<file path="config.mk">
export PLATFORM = sky130hd
export DESIGN_NAME = mem_port_arbiter
export DESIGN_NICKNAME = d
export VERILOG_FILES = /design/src/rtl/mem_port_arbiter.sv
export SDC_FILE = /design/constraint.sdc
export NUM_CORES = 1
export LEC_CHECK = 0
export ABC_AREA = 1
export CORE_MARGIN = 2
export CORE_UTILIZATION = 45
export DETAILED_ROUTE_END_ITERATION = 12
export HOLD_SLACK_MARGIN = 0.06
export PLACE_DENSITY = 0.92
export SLEW_MARGIN = 20
export SYNTH_ARGS = -nofsm -noshare
export SYNTH_HDL_FRONTEND = slang
export SYNTH_SLANG_ARGS = --single-unit
</file>
<file path="constraint.sdc">
create_clock -name clk -period 3.5 [get_ports clk]
set_input_delay 0.7 -clock clk [delete_from_list [all_inputs] [get_ports clk]]
set_output_delay 0.7 -clock clk [all_outputs]
set_load 0.01 [all_outputs]
</file>
<file path="src/rtl/mem_port_arbiter.sv">
`default_nettype none
// ============================================================================
// Module      : mem_port_arbiter
// Description : Shares one memory port between the fetch (IF) and the
//               load/store (ME) requesters. ME has priority. Define
//               ARB_FAIRNESS_EN to bound IF starvation to STARVE_MAX ME grants.
// Revision    : 1.0 - initial release
// ============================================================================
module mem_port_arbiter #(
    parameter int AW         = 32,
    parameter int DW         = 32,
    parameter int STARVE_MAX = 4
) (
    input  logic            clk,
    input  logic            rst,
    input  logic            if_req,
    input  logic [AW-1:0]   if_addr,
    output logic [DW-1:0]   if_rdata,
    output logic            if_ack,
    input  logic            me_req,
    input  logic            me_wr,
    input  logic [DW/8-1:0] me_wmask,
    input  logic [AW-1:0]   me_addr,
    input  logic [DW-1:0]   me_wdata,
    output logic [DW-1:0]   me_rdata,
    output logic            me_ack,
    output logic            mem_req,
    output logic            mem_wr,
    output logic [DW/8-1:0] mem_wmask,
    output logic [AW-1:0]   mem_addr,
    output logic [DW-1:0]   mem_wdata,
    input  logic [DW-1:0]   mem_rdata,
    input  logic            mem_ready,
    output logic            pause_if,
    output logic            pause_me
);

    typedef enum logic [1:0] {
        IDLE   = 2'd0,
        GNT_IF = 2'd1,
        GNT_ME = 2'd2,
        DONE   = 2'd3
    } state_t;

    state_t state;
    logic   force_if;
    logic   grant_if;
    logic   grant_me;

`ifdef ARB_FAIRNESS_EN
    localparam int            CW         = (STARVE_MAX < 1) ? 1 : $clog2(STARVE_MAX + 1);
    localparam logic [CW-1:0] STARVE_LIM = CW'(STARVE_MAX);

    logic [CW-1:0] starve_cnt;

    // IF overrides ME priority once it has waited through STARVE_MAX ME grants
    assign force_if = if_req && (starve_cnt == STARVE_LIM);

    always_ff @(posedge clk or negedge rst) begin
        if (!rst) begin
            starve_cnt <= '0;
        end else if (grant_if) begin
            starve_cnt <= '0;
        end else if (grant_me && if_req && (starve_cnt != STARVE_LIM)) begin
            starve_cnt <= starve_cnt + CW'(1);
        end
    end
`else
    assign force_if = 1'b0;
`endif

    assign grant_me = (state == IDLE) && me_req && !force_if;
    assign grant_if = (state == IDLE) && if_req && (force_if || !me_req);

    assign pause_if = if_req & ~if_ack;
    assign pause_me = me_req & ~me_ack;

    always_ff @(posedge clk or negedge rst) begin
        if (!rst) begin
            state     <= IDLE;
            mem_req   <= 1'b0;
            mem_wr    <= 1'b0;
            mem_wmask <= '0;
            mem_addr  <= '0;
            mem_wdata <= '0;
            if_rdata  <= '0;
            me_rdata  <= '0;
            if_ack    <= 1'b0;
            me_ack    <= 1'b0;
        end else begin
            case (state)
                IDLE: begin
                    if (grant_me) begin
                        state     <= GNT_ME;
                        mem_req   <= 1'b1;
                        mem_wr    <= me_wr;
                        mem_wmask <= me_wmask;
                        mem_addr  <= me_addr;
                        mem_wdata <= me_wdata;
                    end else if (grant_if) begin
                        state     <= GNT_IF;
                        mem_req   <= 1'b1;
                        mem_wr    <= 1'b0;
                        mem_wmask <= '0;
                        mem_addr  <= if_addr;
                    end
                end
                GNT_IF: begin
                    if (mem_ready) begin
                        state    <= DONE;
                        mem_req  <= 1'b0;
                        if_rdata <= mem_rdata;
                        if_ack   <= 1'b1;
                    end
                end
                GNT_ME: begin
                    if (mem_ready) begin
                        state   <= DONE;
                        mem_req <= 1'b0;
                        // stores complete without disturbing the last load value
                        if (!mem_wr) begin
                            me_rdata <= mem_rdata;
                        end
                        me_ack  <= 1'b1;
                    end
                end
                DONE: begin
                    state  <= IDLE;
                    if_ack <= 1'b0;
                    me_ack <= 1'b0;
                end
                default: begin
                    state <= IDLE;
                end
            endcase
        end
    end

endmodule
`default_nettype wire

</file>
==> out/results.txt, run 1 <==
Int Pwr: 5.84 mW
Resized cells post-CTS: 0
Final Skew: 0.00787 ns
Slowest stage delay, CP: 0.55 ns
Switching Share: 33.3%
RePlAce Congestion: 0.827
Placed cell area: 8720 sq um
Synth Instances: 558
Synth cell count leaders: dfrtp_1, nand2_1, o21ai_0, nand3_1, inv_1
Design area: 9390 sq um
Register area share after synthesis: 58.4%
Leading area contributor after synthesis: dfrtp_1
TritonCTS Buffers: 17
TNS Setup: 0 ns
Layout cells sized above 1: 11.7%
Synth cell types: 23
Routed len/inst: 18.0 microns
Power per cell area: 933 nW/um^2
Critical Path Slowest Stage Cell: clkdlybuf4s50_1
Drt total wl: 18100 microns
Core area: 12700 sq um
Synthesized Nets: 701
Max VDD drop: 706 uV
Unrepaired setup endpoints after global routing: no
# setup viols final: 0
Routed vias: 5137
Most common cell in the netlist: dfrtp_1
Least-Margin Pin Slew: 1.02 ns
Final ANT Viol Nets: 0
Total gr overflow: 0
CP required: 2.80 ns
Starting Density: 46.4%
Worst path most repeated cell: clkdlybuf4s50_1
Tmin final: 2.64 ns
Worst r2r src: state[1]
# port buffers: 275
Combinational share of power: 44.2%
Part of the cycle the worst path needs: 75.5%
Setup CP Type: in -> out
Sequential share of power: 32.5%
Initial antenna violation count: 0
PnR worst setup slack: 0.858 ns
R2R Setup Slk: 1.34 ns
FILL cells: 816
Maxcap violations: 0
CTS sink cnt: 138
Pin count of the biggest net entering global routing: 68
Post-synth top area share: 58.4%
DR iter-0 viols: 336
Critical Path Start Type: primary input
Vias in the first global route: 5313
Main synth FF type: dfrtp_1
Asr flop ratio synth: 100%
Clock share of power: 23.3%
Status: finished clean
Critical path arrival: 1.94 ns
Vias/cell: 5.10
Die area: 14100 sq um
Synthesized flop and latch total: 138
Final hold vios: 0
Clk pin slew, worst setup/hold paths: 0.06 ns
Relative slew slack: 31.6%
Maximum buffer depth of the clock tree: 2
Area contributors post-synth: dfrtp_1, nand2_1, o21ai_0
Final net count: 966
Tot GR Track Use: 26.6%
CTS tree: yes
Buffer count from post-CTS setup fixing: 0
Maximum clock rate: 0.378 GHz
Antenna Diode Count: 0
Worst path cell trace: clkdlybuf4s50_1, inv_2, nor2_1, clkdlybuf4s50_1
P_sw: 2.92 mW
Worst-case reg-to-reg path depth: 6
Layout Area Growth over Synthesis: 59.0%
Remaining DRCs: 0
H-tree levels: 4
Lkg Pwr: 4.20 nW
Die Y: 119 microns
Register area: 3450 sq um
Final core utilization: 73.8%
Worst R2R End: mem_wdata[22]
Hold Path Class: in -> async
Fin. max-slew vios: 0
Post-synth EDFFs: 0
Clk root buf: clkbuf_16
First drt pass iteration count: 5
Dpl hpwl: 12300 microns
Yosys warnings: 0
CTS Hold Bufs: 0
Io pins: 276
Pre-CTS worst setup slack: 0.803 ns
Syn avg cell area: 10.6 sq um
Multi-input gate area in the final layout: 2030 sq um
First-pass GRT wire length: 28800 microns
Die width: 119 microns
Rows: 41
Netlist Area Pre-Place: 5910 sq um
Crit path buf inv count: 3
Critical path peak fanout: 4
Crit end category: primary output
Cell family with most CP delay: buffers and inverters
Worst skew pair latency: 0.42 ns
==> layer usage <==
metal | up-vias | GRT usage, % | routed length, microns
li1 | 2364 | - | -
met1 | 2489 | 31.3 | 7020
met2 | 255 | 44.2 | 8980
met3 | 29 | 9.94 | 1720
met4 | 0 | 10.1 | 420
met5 | - | 0 | 0
==> worst max path at each step <==
stage                      start            end  slack, ns  cells after the start
final                     me_req       pause_me       0.86                      4
after CTS                 me_req       pause_me       0.86                      4
after global placement    me_req  mem_wdata[19]       0.86                      5
after global routing      if_req       pause_if       0.81                      4
after floorplan           me_req       pause_me       1.79                      3
after detailed placement  me_req  mem_wdata[21]       0.80                      5
==> cells by family (layout without fill, tap and decap cells) <==
family | count (synthesis) | count (layout) | share of synthesized area, %
AND/OR/NAND/NOR | 190 | 190 | 15.7
flip-flops | 138 | 138 | 58.4
AO/OA/AOI/OAI | 106 | 106 | 10.4
buffers and inverters | 87 | 365 | 7.28
multiplexers | 32 | 32 | 7.18
adder cells (fa/ha/maj) | 5 | 5 | 1.06
==> state kept, by name (all words and copies together), names as in the netlist <==
name       cells
me_rdata      32
if_ack         1
mem_wdata     32
mem_addr      32
mem_wr         1
mem_req        1
me_ack         1
if_rdata      32
state          2
mem_wmask      4
==> cells in the final DEF (no fill, tap or decap), drive strengths merged <==
master           n
ha               5
o21ai           72
nand4            1
dfrtp          138
mux2            32
bufinv           6
nand2          113
clkbuf          18
buf              8
inv             54
nor2             2
a21oi            1
o22ai            1
or2              1
clkinv           2
clkdlybuf4s50  274
clkinvlp         3
nand3           73
o21a            32
==> cell type report <==
type | instances | area share [%]
sequential | 138 | 36.8
inverter | 51 | 2.04
timing repair buffer | 282 | 30.1
multi-input combinational | 333 | 21.6
clock inverter | 14 | 2.58
tap | 172 | 2.29
clock buffer | 18 | 4.57
==> power by group through the flow <==
stage          Clock [mW]  Sequential, mW  Combinational, mW
2_1_floorplan           0            3.13               1.48
3_3_place_gp            0            2.79               3.75
3_5_place_dp            0            2.83               3.86
4_1_cts              2.07            2.85               3.91
5_1_grt              2.15            2.94               4.16
6_report             2.04            2.85               3.87
==> stage by stage <==
stage                     power [mW]  instances  hold slack, ns
after floorplan                 4.61        558           0.404
after global routing            9.25       1008           0.319
after CTS                       8.83       1008           0.296
after global placement          6.54        976           0.458
after detailed placement        6.69        976           0.472
final                           8.77       1008           0.264
Power figures use the tool's default switching activity.
==> run 2, diff against run 1 <==
CORE_UTILIZATION = 37   (was 45)
PLACE_DENSITY = 0.81   (was 0.92)
clock period = 2.19 ns   (was 3.5 ns; I/O delays follow)
==> run 2 against run 1 <==
Compared with the run above: final cell count rose by 5.7%; routed wire length is 8.8% lower; flip-flop and latch count is the same; critical path depth is the same; via count shrank 3.7%; clock skew grew 0.0023 ns; design area rose by 1.1%; setup slack got worse by 0.75 ns; register-to-register slack got worse by 0.90 ns; count of clock-buffer cells in the layout unchanged; first-iteration DRC count decreased by 58%; critical path type unchanged.
==> out/results.txt, run 2 (synthesized netlist as in run 1, its figures left out) <==
Die width: 130 microns (+9.9%)
PnR worst setup slack: 0.110 ns (-0.747 ns)
Tot GR Track Use: 18.9% (-7.7 points)
Vias in the first global route: 4771 (-10%)
Worst r2r src: state[0]
CTS sink cnt: 138 (unchanged)
Drt total wl: 16500 microns (-8.8%)
Antenna Diode Count: 0 (unchanged)
Layout cells sized above 1: 13.0% (+1.2 points)
Remaining DRCs: 0 (unchanged)
# setup viols final: 0 (unchanged)
Worst-case reg-to-reg path depth: 7 (+1)
Io pins: 276 (unchanged)
Maximum clock rate: 0.481 GHz
Layout Area Growth over Synthesis: 60.7%
Unrepaired setup endpoints after global routing: no
Crit end category: primary output
Core area: 15800 sq um (+24%)
Setup CP Type: in -> out
Clk pin slew, worst setup/hold paths: 0.06 ns (about the same)
H-tree levels: 4 (unchanged)
Critical Path Start Type: primary input
Maxcap violations: 0 (unchanged)
WHS Path Cells: 2
Worst R2R End: mem_addr[25]
Lkg Pwr: 4.22 nW (+0.52%)
Most frequent cells in the layout: clkdlybuf4s50_1, dfrtp_1, nand2_1, o21ai_0, nand3_1
TNS Setup: 0 ns (unchanged)
FILL cells: 1318 (+62%)
Fin. max-slew vios: 0 (unchanged)
Power per cell area: 1420 nW/um^2 (+52%)
Critical path peak fanout: 3 (-1)
Final Skew: 0.0101 ns (+0.00227 ns)
R2R Setup Slk: 0.44 ns (-0.90 ns)
RePlAce Congestion: 0.754 (-8.8%)
CTS tree: yes
Hold_sp: if_rdata[22]
Initial antenna violation count: 0 (unchanged)
DR iter-0 viols: 141 (-58%)
Routed vias: 4946 (-3.7%)
Final ANT Viol Nets: 0 (unchanged)
Final net count: 979 (+1.3%)
Dpl hpwl: 11900 microns (-3.6%)
Buffer count from post-CTS setup fixing: 0 (unchanged)
Relative slew slack: 63.6% (+32 points)
Clk root buf: clkbuf_16
First drt pass iteration count: 4 (-1)
Pre-CTS worst setup slack: 0.00768 ns (-0.796 ns)
Rows: 46 (+12%)
Starting Density: 37.5% (-9.0 points)
Critical path arrival: 1.64 ns (-0.30 ns)
Tmin final: 2.08 ns
Hold Path Sink: if_rdata[22]
# port buffers: 275 (unchanged)
Status: finished clean
Final hold vios: 0 (unchanged)
Die area: 17000 sq um (+21%)
TritonCTS Buffers: 17 (unchanged)
CP required: 1.75 ns (-1.05 ns)
Maximum buffer depth of the clock tree: 2 (unchanged)
Total gr overflow: 0 (unchanged)
Max VDD drop: 696 uV (-1.3%)
Hold Path Class: reg -> reg
Commonest non-fill, non-tap cell in the layout: clkdlybuf4s50_1
Part of the cycle the worst path needs: 95.0%
Vias/cell: 4.64 (-8.9%)
Routed len/inst: 15.5 microns (-14%)
Die Y: 130 microns (+9.9%)
Least-Margin Pin Slew: 0.546 ns (-0.476 ns)
First-pass GRT wire length: 24600 microns (-14%)
Worst skew pair latency: 0.42 ns (about the same)
Pin count of the biggest net entering global routing: 81 (+19%)
-- run 2: cell types whose count changed in the layout (fill, tap and decap cells not counted), moves of 2 or more --
cell,before,now
buf_12,2,6
clkinvlp_4,3,6
bufinv_16,6,1
inv_6,3,5
buf_4,5,13
-- run 2: area by class of cell --
| cell class | instances | area [sq um] | area share [%] |
|---|---|---|---|
| clock inverter | 14 | 139 | 1.46 |
| inverter | 51 | 191 | 2.02 |
| timing repair buffer | 295 | 2980 | 31.4 |
| clock buffer | 18 | 429 | 4.52 |
| sequential | 138 | 3450 | 36.4 |
| tap | 216 | 270 | 2.85 |
| multi-input combinational | 333 | 2030 | 21.4 |
-- run 2: routing by layer --
metal	vias to the layer above	track usage (%)	share of wire (%)	wire [microns]
met4	0	5.88	1.2	198
met2	199	31.4	48	7890
li1	2390	-	-	-
met3	15	9.93	12	2010
met1	2342	21.1	39	6440
met5	-	0	0	0
-- run 2: repair_timing --
action,CTS,global route
hold buffers,1,0
setup endpoints to repair,1,0
endpoints found under the hold margin,86,0
gates resized for setup,1,0
-- run 2: power breakdown --
part,switching (mW),internal (mW),total [mW]
combinational,2.69,3.51,6.20
sequential,0.698,3.79,4.49
clock,1.17,1.59,2.75
total,4.55,8.89,13.4
-- run 2: how the worst max path moves through the flow --
| stage | to | cells after the start | startpoint |
|---|---|---|---|
| final | pause_me | 4 | me_req |
| after global routing | pause_me | 4 | me_req |
| after CTS | pause_me | 4 | me_req |
| after detailed placement | pause_if | 4 | if_req |
| after global placement | pause_if | 4 | if_req |
| after floorplan | mem_wdata[14] | 7 | state[0] |
-- run 2: critical path, cell delays in order --
cell	delay (ns)
clkdlybuf4s50_1	0.54
inv_2	0.05
nor2_1	0.08
clkdlybuf4s50_1	0.53
-- run 2: stage by stage --
step	cells	hold WS, ns	total power [mW]	cell area, sq um	util, %
finish	1065	0.481	13.4	9490	60.2
global route	1065	0.506	14.3	9490	60.2
CTS	1065	0.488	13.6	9490	60.2
detailed placement	1032	0.454	10.8	8920	56.5
global placement	1032	0.447	10.6	8920	56.5
floorplan	558	0.142	7.37	5910	-
